===== src/rtl/spi_loader_pkg.sv =====
// Shared request codes, flash opcodes, FSM states and default sizes for spi_loader.
// SPI_FAST_READ_EN (set in spi_loader.sv) selects 0x0B plus dummy byte instead of 0x03.
package spi_loader_pkg;

  localparam logic [2:0] ACC_IDLE = 3'b000;
  localparam logic [2:0] ACC_BOOT = 3'b110;
  localparam logic [2:0] ACC_PAGE = 3'b111;

  localparam logic [7:0] OP_READ      = 8'h03;
  localparam logic [7:0] OP_FAST_READ = 8'h0B;

  localparam int unsigned BOOT_BITS_DEF = 8192;
  localparam int unsigned PAGE_BITS_DEF = 512;
  localparam logic [23:0] PAGE_BASE_DEF = 24'h000400;

  localparam int unsigned CMD_BITS   = 8;
  localparam int unsigned ADDR_BITS  = 24;
  localparam int unsigned DUMMY_BITS = 8;

  typedef enum logic [2:0] {
    ST_IDLE,
    ST_CMD,
    ST_ADDR,
    ST_DUMMY,
    ST_DATA,
    ST_DONE
  } state_t;

  // States in which the flash is selected and the bit engine runs
  function automatic logic is_busy(input state_t s);
    return (s == ST_CMD) || (s == ST_ADDR) ||
           (s == ST_DUMMY) || (s == ST_DATA);
  endfunction

  function automatic logic [23:0] img_addr(
    input logic [2:0]  img,
    input logic        page,
    input logic [11:0] pos,
    input logic [23:0] base
  );
    logic [23:0] a;
    a = {2'b00, img, 19'd0};
    if (page) a = a + base + {6'd0, pos, 6'd0};
    return a;
  endfunction

endpackage


===== src/rtl/spi_loader_shifter.sv =====
// Two-phase SPI mode-0 bit engine: phase A drives MOSI with CLK low,
// phase B raises CLK; MISO is captured on the edge that ends phase B.
module spi_loader_shifter (
  input  logic clk,
  input  logic rst_n,
  input  logic run,
  input  logic capture,
  input  logic tx,
  input  logic miso,
  output logic sclk,
  output logic mosi,
  output logic bit_end,
  output logic rx,
  output logic done
);

  logic ph_q;

  assign bit_end = run & ph_q;
  assign sclk    = ph_q;
  assign mosi    = run & tx;

  always_ff @(posedge clk or negedge rst_n) begin
    if (!rst_n) begin
      ph_q <= 1'b0;
      rx   <= 1'b0;
      done <= 1'b0;
    end else begin
      ph_q <= run & ~ph_q;
      done <= bit_end & capture;
      if (bit_end & capture) rx <= miso;
    end
  end

endmodule


===== src/rtl/spi_loader.sv =====
// Copies a boot area or one page of a bubble image from W25Q32JV flash into the bit buffer.
// Define SPI_FAST_READ_EN to use Fast Read (0x0B) with 8 dummy clocks.
module spi_loader
  import spi_loader_pkg::*;
#(
  parameter int unsigned BOOT_BITS = BOOT_BITS_DEF,
  parameter int unsigned PAGE_BITS = PAGE_BITS_DEF,
  parameter logic [23:0] PAGE_BASE = PAGE_BASE_DEF
) (
  input  logic        MCLK,
  input  logic        nRESET,
  input  logic [2:0]  IMGNUM,
  input  logic [2:0]  ACCTYPE,
  input  logic [11:0] ABSPOS,
  output logic [14:0] OUTBUFWADDR,
  output logic        OUTBUFWDATA,
  output logic        OUTBUFWCLK,
  output logic        nCS,
  output logic        CLK,
  output logic        MOSI,
  input  logic        MISO,
  output logic        nWP,
  output logic        nHOLD
);

`ifdef SPI_FAST_READ_EN
  localparam bit FAST = 1'b1;
`else
  localparam bit FAST = 1'b0;
`endif

  localparam logic [7:0]  OPCODE     = FAST ? OP_FAST_READ : OP_READ;
  localparam logic [14:0] CMD_LAST   = 15'(CMD_BITS - 1);
  localparam logic [14:0] ADDR_LAST  = 15'(ADDR_BITS - 1);
  localparam logic [14:0] DUMMY_LAST = 15'(DUMMY_BITS - 1);
  localparam logic [14:0] BOOT_LAST  = 15'(BOOT_BITS - 1);
  localparam logic [14:0] PAGE_LAST  = 15'(PAGE_BITS - 1);

  state_t      state_q;
  state_t      state_d;
  logic [14:0] cnt_q;
  logic [14:0] waddr_q;
  logic [14:0] last_k;
  logic [31:0] sreg_q;
  logic        page_q;
  logic        ncs_q;
  logic        start;
  logic        run;
  logic        bit_end;
  logic        rx_bit;
  logic        wr_stb;
  logic        sclk;

  assign start  = (state_q == ST_IDLE) &&
                  ((ACCTYPE == ACC_BOOT) || (ACCTYPE == ACC_PAGE));
  assign run    = is_busy(state_q);
  assign last_k = page_q ? PAGE_LAST : BOOT_LAST;

  spi_loader_shifter u_shifter (
    .clk     (MCLK),
    .rst_n   (nRESET),
    .run     (run),
    .capture (state_q == ST_DATA),
    .tx      (sreg_q[31]),
    .miso    (MISO),
    .sclk    (sclk),
    .mosi    (MOSI),
    .bit_end (bit_end),
    .rx      (rx_bit),
    .done    (wr_stb)
  );

  always_ff @(posedge MCLK or negedge nRESET) begin
    if (!nRESET) state_q <= ST_IDLE;
    else         state_q <= state_d;
  end

  always_comb begin
    state_d = state_q;
    unique case (state_q)
      ST_IDLE:  if (start) state_d = ST_CMD;
      ST_CMD:   if (bit_end && cnt_q == CMD_LAST) state_d = ST_ADDR;
      ST_ADDR:
        if (bit_end && cnt_q == ADDR_LAST)
          state_d = FAST ? ST_DUMMY : ST_DATA;
      ST_DUMMY: if (bit_end && cnt_q == DUMMY_LAST) state_d = ST_DATA;
      ST_DATA:  if (bit_end && cnt_q == last_k) state_d = ST_DONE;
      // Re-arm only after the controller drops back to idle
      ST_DONE:  if (ACCTYPE == ACC_IDLE) state_d = ST_IDLE;
      default:  state_d = ST_IDLE;
    endcase
  end

  always_ff @(posedge MCLK or negedge nRESET) begin
    if (!nRESET) begin
      cnt_q   <= '0;
      waddr_q <= '0;
      sreg_q  <= '0;
      page_q  <= 1'b0;
      ncs_q   <= 1'b1;
    end else begin
      ncs_q <= ~is_busy(state_d);
      if (state_d != state_q) cnt_q <= '0;
      else if (bit_end)       cnt_q <= cnt_q + 15'd1;
      // Address is fixed at request time, later input changes are ignored
      if (start) begin
        page_q <= (ACCTYPE == ACC_PAGE);
        sreg_q <= {OPCODE, img_addr(IMGNUM, ACCTYPE == ACC_PAGE,
                                    ABSPOS, PAGE_BASE)};
      end else if (bit_end) begin
        sreg_q <= {sreg_q[30:0], 1'b0};
      end
      if (bit_end && state_q == ST_DATA) waddr_q <= cnt_q;
    end
  end

  assign nCS         = ncs_q;
  assign CLK         = sclk;
  assign OUTBUFWADDR = waddr_q;
  assign OUTBUFWDATA = rx_bit;
  assign OUTBUFWCLK  = wr_stb;
  assign nWP         = 1'b1;
  assign nHOLD       = 1'b1;

endmodule


===== config.mk =====
export PLATFORM = sky130hd
export DESIGN_NAME = spi_loader
export DESIGN_NICKNAME = d
export VERILOG_FILES = /design/src/rtl/spi_loader_pkg.sv /design/src/rtl/spi_loader_shifter.sv /design/src/rtl/spi_loader.sv
export SDC_FILE = /design/constraint.sdc
export NUM_CORES = 1
export LEC_CHECK = 0
export CORE_MARGIN = 1.5
export CORE_UTILIZATION = 49
export DETAILED_ROUTE_END_ITERATION = 8
export GPL_TIMING_DRIVEN = 0
export PLACE_DENSITY = 0.86
export SLEW_MARGIN = 10
export SYNTH_ARGS = -nofsm -noshare
export SYNTH_HDL_FRONTEND = slang
export SYNTH_SLANG_ARGS = --single-unit

===== constraint.sdc =====
create_clock -name MCLK -period 1.9 [get_ports MCLK]
set_input_delay 0.19 -clock MCLK [delete_from_list [all_inputs] [get_ports MCLK]]
set_output_delay 0.19 -clock MCLK [all_outputs]
set_load 0.02 [all_outputs]

==> results of run 1 <==
through the flow:
step / hold WS [ps] / instances / instance area (sq um) / total power, mW
after CTS: 434 / 449 / 3910 / 4.59
final: 436 / 449 / 3930 / 4.66
after global routing: 453 / 449 / 3930 / 4.93
after floorplan: -106 / 305 / 3120 / 2.96
after global placement: 474 / 420 / 3620 / 3.36
after detailed placement: 324 / 420 / 3610 / 3.44
worst max-delay path by stage:
stage,start,end,slack [ps],depth (start not counted)
3_3_place_gp,nRESET,OUTBUFWADDR[6],-1300,1
3_5_place_dp,cnt_q[0],state_q[0],-380,6
2_1_floorplan,cnt_q[0],cnt_q[6],-150,7
6_report,cnt_q[1],cnt_q[4],-190,7
5_1_grt,cnt_q[1],cnt_q[4],-270,7
4_1_cts,cnt_q[0],cnt_q[4],-150,7
cells by family after synthesis:
family,Yosys count,synth area share (%)
AO/OA/AOI/OAI,40,7.51
adder cells (fa/ha/maj),2,0.803
buffers and inverters,23,4.74
XOR/XNOR,21,5.91
other,1,0.120
AND/OR/NAND/NOR,129,21.1
flip-flops,64,51.5
multiplexers,24,8.36
worst max-delay path, delay by kind of cell, from the launching register on:
family                   cells  cell delay (ps)
buffers and inverters        1              150
AND/OR/NAND/NOR              5             1250
flip-flops                   1              370
adder cells (fa/ha/maj)      1              200
layer usage:
| metal | up-vias | global-route usage, % | part of all wire, % |
|---|---|---|---|
| li1 | 1185 | - | - |
| met1 | 1255 | 30.4 | 42 |
| met4 | 0 | 12.5 | 2.6 |
| met5 | - | 0 | 0 |
| met2 | 123 | 37.0 | 49 |
| met3 | 22 | 5.82 | 6.4 |
sequential cells by signal, summed over array words and instances, names as in the netlist:
signal          flops
OUTBUFWADDR        15
cnt_q              15
nCS                 1
page_q              1
sreg_q             26
state_q             3
u_shifter.done      1
u_shifter.rx        1
u_shifter.sclk      1
synthesized netlist by cell type, drive strengths merged, types with 8 or more instances:
cell type / number
a21oi: 17
a31oi: 10
buf: 10
clkbuf: 9
dfrtp: 63
mux2: 16
mux2i: 8
nand2: 53
nand3: 18
nor2: 23
nor3: 8
xnor2: 12
xor2: 9
area by class of cell:
class	instances	area [sq um]	share of cell area [%]
timing repair buffer	55	508	12.9
clock inverter	4	20.0	0.510
sequential	64	1600	40.9
inverter	4	15.0	0.382
tap	75	93.8	2.39
multi-input combinational	218	1400	35.7
clock buffer	12	145	3.70
buffer	17	138	3.51
power groups by stage:
stage,Clock [mW],Combinational [mW],Sequential [mW]
5_1_grt,1.09,1.89,1.95
2_1_floorplan,0,1.01,1.94
4_1_cts,1.02,1.67,1.90
6_report,1.02,1.72,1.92
3_3_place_gp,0,1.45,1.91
3_5_place_dp,0,1.50,1.94
cells in the final DEF (no fill, tap or decap), types with 5 or more instances in the layout:
cell type	Yosys	final
nor2_2	10	10
nor2_1	13	13
xor2_1	9	9
buf_4	3	18
nand3_1	17	17
clkbuf_8	1	11
nand2_1	53	52
clkbuf_1	8	5
clkdlybuf4s50_1	0	38
nand4_1	7	7
dfrtp_1	63	62
a31oi_1	10	10
mux2i_1	8	8
a21oi_1	17	17
xnor2_1	12	12
and3_1	6	5
mux2_2	16	16
nor3_1	6	6
timing repair:
item,in CTS,in global routing
setup buffers,13,1
setup endpoints to repair,55,50
hold buffers,1,0
pin swaps,7,1
resized for setup,14,10
hold endpoints to repair,63,0
==> reports/qor.csv, run 1 <==
stage;metric;value;unit
timing;setup TNS;-2870;ps
critical_path;CP endpoint kind;register;
finish;layout cells sized above 1;23.5;%
placed_design;# port buffers;40;
critical_path;Worst Reg-to-Reg Cells;7;
timing;slew margin rel.;47.3;%
pwr;maximum VDD drop;717;uV
pwr;Reg power frac;41.1;%
finish;# fillers;444;
clock_network;CTS Buffer Depth;2;
grt;global-route wire length before repair;11.9;mm
clock_network;Clock Latency Late Sink;340;ps
timing;Final Skew;10.3;ps
pwr;cell-internal power;2.99;mW
die;Starting Density;51.7;%
synth;Ys Warns;0;
pwr;Leak;1.78;nW
synth;Seq/Total Area, Yosys;51.5;%
die;Die Y-Extent;82.7;um
finish;diodes inserted;0;
timing;final setup violation count;17;
run;max cap viols;0;
die;die area;0.00684;sq mm
pwr;clock power share;21.9;%
die;Horiz. Die Dim;82.7;um
synth;Netlist Area Pre-Place;0.00311;sq mm
min_path;Hold Startpoint;IMGNUM[0];
timing;Worst Slack Setup Final;-188;ps
synth;Post-synth top flop;dfrtp_1;
synth;fraction of registers with async set/reset;100;%
finish;final core utilization;65.2;%
critical_path;crit-path max cell delay;530;ps
finish;area grow syn2layout;26.1;%
grt;total track usage;23.7;%
detailed_routing;detailed-route wire length;7.10;mm
clock_network;clk root buf;clkbuf_8;
clock_network;Num CTS Buffers;9;
critical_path;crit-path max FO;10;
synth;Mean Syn Cell Area;10.2;sq um
detailed_routing;Post-DRT Antenna Nets;0;
placed_design;GPL Wtd Cong;0.781;
grt;vias in the first global route;2539;
critical_path;reg2reg start;cnt_q[1];
min_path;hold depth;3;
detailed_routing;Avg WL per Cell;15.8;um
min_path;Worst Hold Path EP;sreg_q[19];
detailed_routing;DRT Pass-1 Iters;5;
timing;fin. max-slew vios;0;
critical_path;R2R Setup Slk;-190;ps
placed_design;DP HPWL;4.58;mm
pwr;Cell Pwr Density;1190;mW/mm^2
critical_path;FF-to-FF End;cnt_q[4];
critical_path;critical setup path kind;reg -> reg;
timing;Final Critical Period;2090;ps
timing;RSZ-0062 raised after global routing;true;
clock_network;CTS tree;built;
detailed_routing;via count;2585;
outcome;status;finished with violations;
die;Rows;28;
grt;largest net degree at the start of global routing;65;
pwr;Switch Pwr;1.68;mW
timing;Final period util;110;%
synth;Synth area leaders;dfrtp_1 (51%), nand2_1 (6.4%), mux2_2 (5.8%);
critical_path;Worst EP arrival;2320;ps
synth;post-synthesis register bit count;64;
synth;area leader, netlist;dfrtp_1;
synth;Post-synth EDFFs;0;
timing;Slew @ Worst Pin;791;ps
pwr;combinational cell fraction of total power;37.0;%
synth;Unique masters post-synth;44;
detailed_routing;number of DRC markers in iteration 0;170;
critical_path;critical path startpoint category;register;
pwr;Sw Share;36.0;%
die;Core Region;0.00603;sq mm
clock_network;# H-tree levels;3;
critical_path;worst path required time;2130;ps
detailed_routing;via-per-instance ratio;5.76;
die;I/O pins;43;
synth;Post-Syn Instances;304;
min_path;Hold Path Class;in -> reg;
clock_network;clock sink total;64;
critical_path;Slowest-stage cell, CP;or4b_4;
clock_network;Clock transition at path regs;70;ps
outcome;failing checks;setup timing;
placed_design;pre-CTS worst setup slack;-382;ps
synth;post-synth top area share;50.6;%
timing;f_max;0.479;GHz
detailed_routing;DRC violations left;0;
grt;initial antenna violation count;0;
critical_path;critical path cell sequence;ha_2 -> nand2_2 -> or4b_4 -> or4_4 -> nand3_4 -> buf_12 -> nor2_2;
grt;GRT overflow;0;
finish;Nets;392;
timing;final hold vios;0;
No activity file was read; power rests on OpenSTA's default activity.
==> run 2, diff against run 1 <==
--- a/config.mk
+++ b/config.mk
@@ -6,10 +6,10 @@
 export NUM_CORES = 1
 export LEC_CHECK = 0
 export CORE_MARGIN = 1.5
-export CORE_UTILIZATION = 49
+export CORE_UTILIZATION = 59
 export DETAILED_ROUTE_END_ITERATION = 8
 export GPL_TIMING_DRIVEN = 0
-export PLACE_DENSITY = 0.86
+export PLACE_DENSITY = 0.95
 export SLEW_MARGIN = 10
 export SYNTH_ARGS = -nofsm -noshare
 export SYNTH_HDL_FRONTEND = slang
==> constraint.sdc (replaced) <==
create_clock -name MCLK -period 2.66 [get_ports MCLK]
set_input_delay 0.266 -clock MCLK [delete_from_list [all_inputs] [get_ports MCLK]]
set_output_delay 0.266 -clock MCLK [all_outputs]
set_load 0.02 [all_outputs]
==> run 2 against run 1 <==
Against the previous run:
- the flow finishes with violations (DRC, hold timing)
- core utilization is 8.7 points higher
- sequential share of layout area is 1.7 points higher
- hold slack worse by 440 ps
- register-to-register slack better by 460 ps
- sequential cell count stayed put
- global-route usage is 3.8 points higher
- critical endpoint is now MOSI
==> reports/qor.csv, run 2 (synthesized netlist as in run 1, its figures left out) <==
stage;metric;value;unit;change
critical_path;reg2reg start;cnt_q[1];;unchanged
detailed_routing;Post-DRT Antenna Nets;0;;unchanged
detailed_routing;detailed-route wire length;7.10;mm;about the same
min_path;Hold Path Class;in -> async;;was in -> reg
detailed_routing;via-per-instance ratio;5.97;;was 5.76
finish;most frequent cells in the layout;dfrtp_1 (63), nand2_1 (53), clkdlybuf4s50_1 (39);;was dfrtp_1 (62), nand2_1 (52), clkdlybuf4s50_1 (38)
timing;final setup violation count;0;;was 17
timing;f_max;0.406;GHz;
outcome;status;finished with violations;;unchanged
clock_network;cts repair resizes;0;;was 14
finish;Most flops, register;sreg_q;;unchanged
critical_path;critical path cell sequence;buf_6 -> or3_2 -> and3_1 -> clkdlybuf4s50_1;;was ha_2 -> nand2_2 -> or4b_4 -> or4_4 -> nand3_4 -> buf_12 -> nor2_2
clock_network;Clock Latency Late Sink;360;ps;was 340 ps
clock_network;Num CTS Buffers;9;;unchanged
pwr;Cell Pwr Density;850;mW/mm^2;was 1190 mW/mm^2
finish;max FFs per register;26;;unchanged
die;Die Y-Extent;75.7;um;was 82.7 um
run;max cap viols;0;;unchanged
grt;initial antenna violation count;0;;unchanged
grt;global-route wire length before repair;11.4;mm;was 11.9 mm
timing;setup TNS;0;ps;was -2870 ps
die;Core Region;0.00511;sq mm;was 0.00603 sq mm
critical_path;Worst Reg-to-Reg Cells;7;;unchanged
timing;Final period util;92.5;%;
finish;layout cells sized above 1;16.9;%;was 23.5%
die;Starting Density;61.0;%;was 51.7%
critical_path;crit-path max cell delay;530;ps;about the same
finish;Nets;379;;was 392
outcome;failing checks;DRC, hold timing;;was setup timing
clock_network;CTS tree;built;;unchanged
grt;vias in the first global route;2421;;was 2,539
critical_path;critical path startpoint category;register;;unchanged
critical_path;R2R Setup Slk;270;ps;was -190 ps
finish;diodes inserted;0;;unchanged
critical_path;Worst EP arrival;2190;ps;was 2320 ps
critical_path;crit-path max FO;10;;unchanged
placed_design;# port buffers;40;;unchanged
timing;Final Critical Period;2460;ps;
timing;WHS;-4.76;ps;was 436 ps
finish;final core utilization;73.8;%;was 65.2%
timing;Final Skew;7.61;ps;was 10.3 ps
critical_path;worst path required time;2390;ps;was 2130 ps
die;I/O pins;43;;unchanged
detailed_routing;Avg WL per Cell;16.5;um;was 15.8 um
timing;fin. max-slew vios;0;;unchanged
timing;slew margin rel.;47.7;%;was 47.3%
critical_path;Crit path max-delay family;simple AND/OR/NAND/NOR gates;;unchanged
detailed_routing;via count;2573;;was 2,585
placed_design;DP HPWL;4.90;mm;was 4.58 mm
timing;Slew @ Worst Pin;785;ps;was 791 ps
critical_path;CP endpoint kind;primary output;;was register
die;Horiz. Die Dim;75.7;um;was 82.7 um
timing;final hold vios;8;;was 0
pwr;maximum VDD drop;658;uV;was 717 uV
critical_path;Critical Path Start;state_q[1];;was cnt_q[1]
grt;largest net degree at the start of global routing;65;;unchanged
critical_path;path length in cells of the critical path;4;;was 7
detailed_routing;DRC violations left;1;;was 0
die;die area;0.00572;sq mm;was 0.00684 sq mm
critical_path;Buf/Inv on CP;2;;was 1
finish;commonest non-fill, non-tap cell in the layout;dfrtp_1;;unchanged
grt;total track usage;27.5;%;was 23.7%
critical_path;Slowest-stage cell, CP;clkdlybuf4s50_1;;was or4b_4
critical_path;FF-to-FF End;cnt_q[0];;was cnt_q[4]
detailed_routing;DRT Pass-1 Iters;7;;was 5
clock_network;# H-tree levels;3;;unchanged
grt;GRT overflow;0;;unchanged
placed_design;GPL Wtd Cong;0.895;;was 0.781
finish;area grow syn2layout;21.1;%;was 26.1%
critical_path;critical setup path kind;reg -> out;;was reg -> reg
clock_network;post-CTS setup buffer count;0;;was 13
clock_network;CTS Buffer Depth;2;;unchanged
die;Rows;26;;was 28
detailed_routing;number of DRC markers in iteration 0;297;;was 170
critical_path;Critical Path End;MOSI;;was cnt_q[4]
clock_network;clk root buf;clkbuf_8;;unchanged
clock_network;clock sink total;64;;unchanged
timing;RSZ-0062 raised after global routing;false;;was true
clock_network;Clock transition at path regs;70;ps;about the same
clock_network;cts hold-fix bufs;0;;was 1
pwr;Leak;1.68;nW;was 1.78 nW
-- run 2: metrics by stage --
step / hold WS (ps) / instances / total power [mW] / setup slack (ps) / instance area, sq um
after floorplan: -29.6 / 305 / 2.11 / 545 / 3120
after global placement: 475 / 415 / 2.39 / -630 / 3610
after detailed placement: 398 / 415 / 2.46 / 314 / 3600
after CTS: 27.8 / 431 / 3.20 / 216 / 3770
after global routing: 66.7 / 431 / 3.37 / 170 / 3770
final: -4.76 / 431 / 3.21 / 199 / 3770
-- run 2: area by class of cell --
type                            count  area, sq um
Clock buffer                       13          149
Fill cell                         356         1340
Multi-Input combinational cell    218         1370
Timing Repair Buffer               40          398
Clock inverter                      3         17.5
Tap cell                           70         87.6
Buffer                             19          133
Inverter                            4         15.0
Sequential cell                    64         1600
-- run 2: worst min path at each step --
stage	start	slack, ps	end
CTS	nRESET	30	sreg_q[19]
floorplan	nRESET	-30	OUTBUFWADDR[0]
global route	nRESET	70	sreg_q[21]
global placement	sreg_q[23]	470	sreg_q[24]
detailed placement	nRESET	400	sreg_q[19]
finish	nRESET	-5	sreg_q[19]
-- run 2: layer usage --
layer	track usage, %	routed length [um]
met5	0	0
met4	13.5	238
met3	7.28	418
met2	42.5	3490
met1	36.3	2960
-- run 2: where the power goes --
part           switching, mW  internal (mW)  total, mW  leakage (nW)
Combinational          0.633          0.474       1.11         0.753
Sequential             0.158           1.21       1.37         0.847
Clock                  0.368          0.361      0.729        0.0834
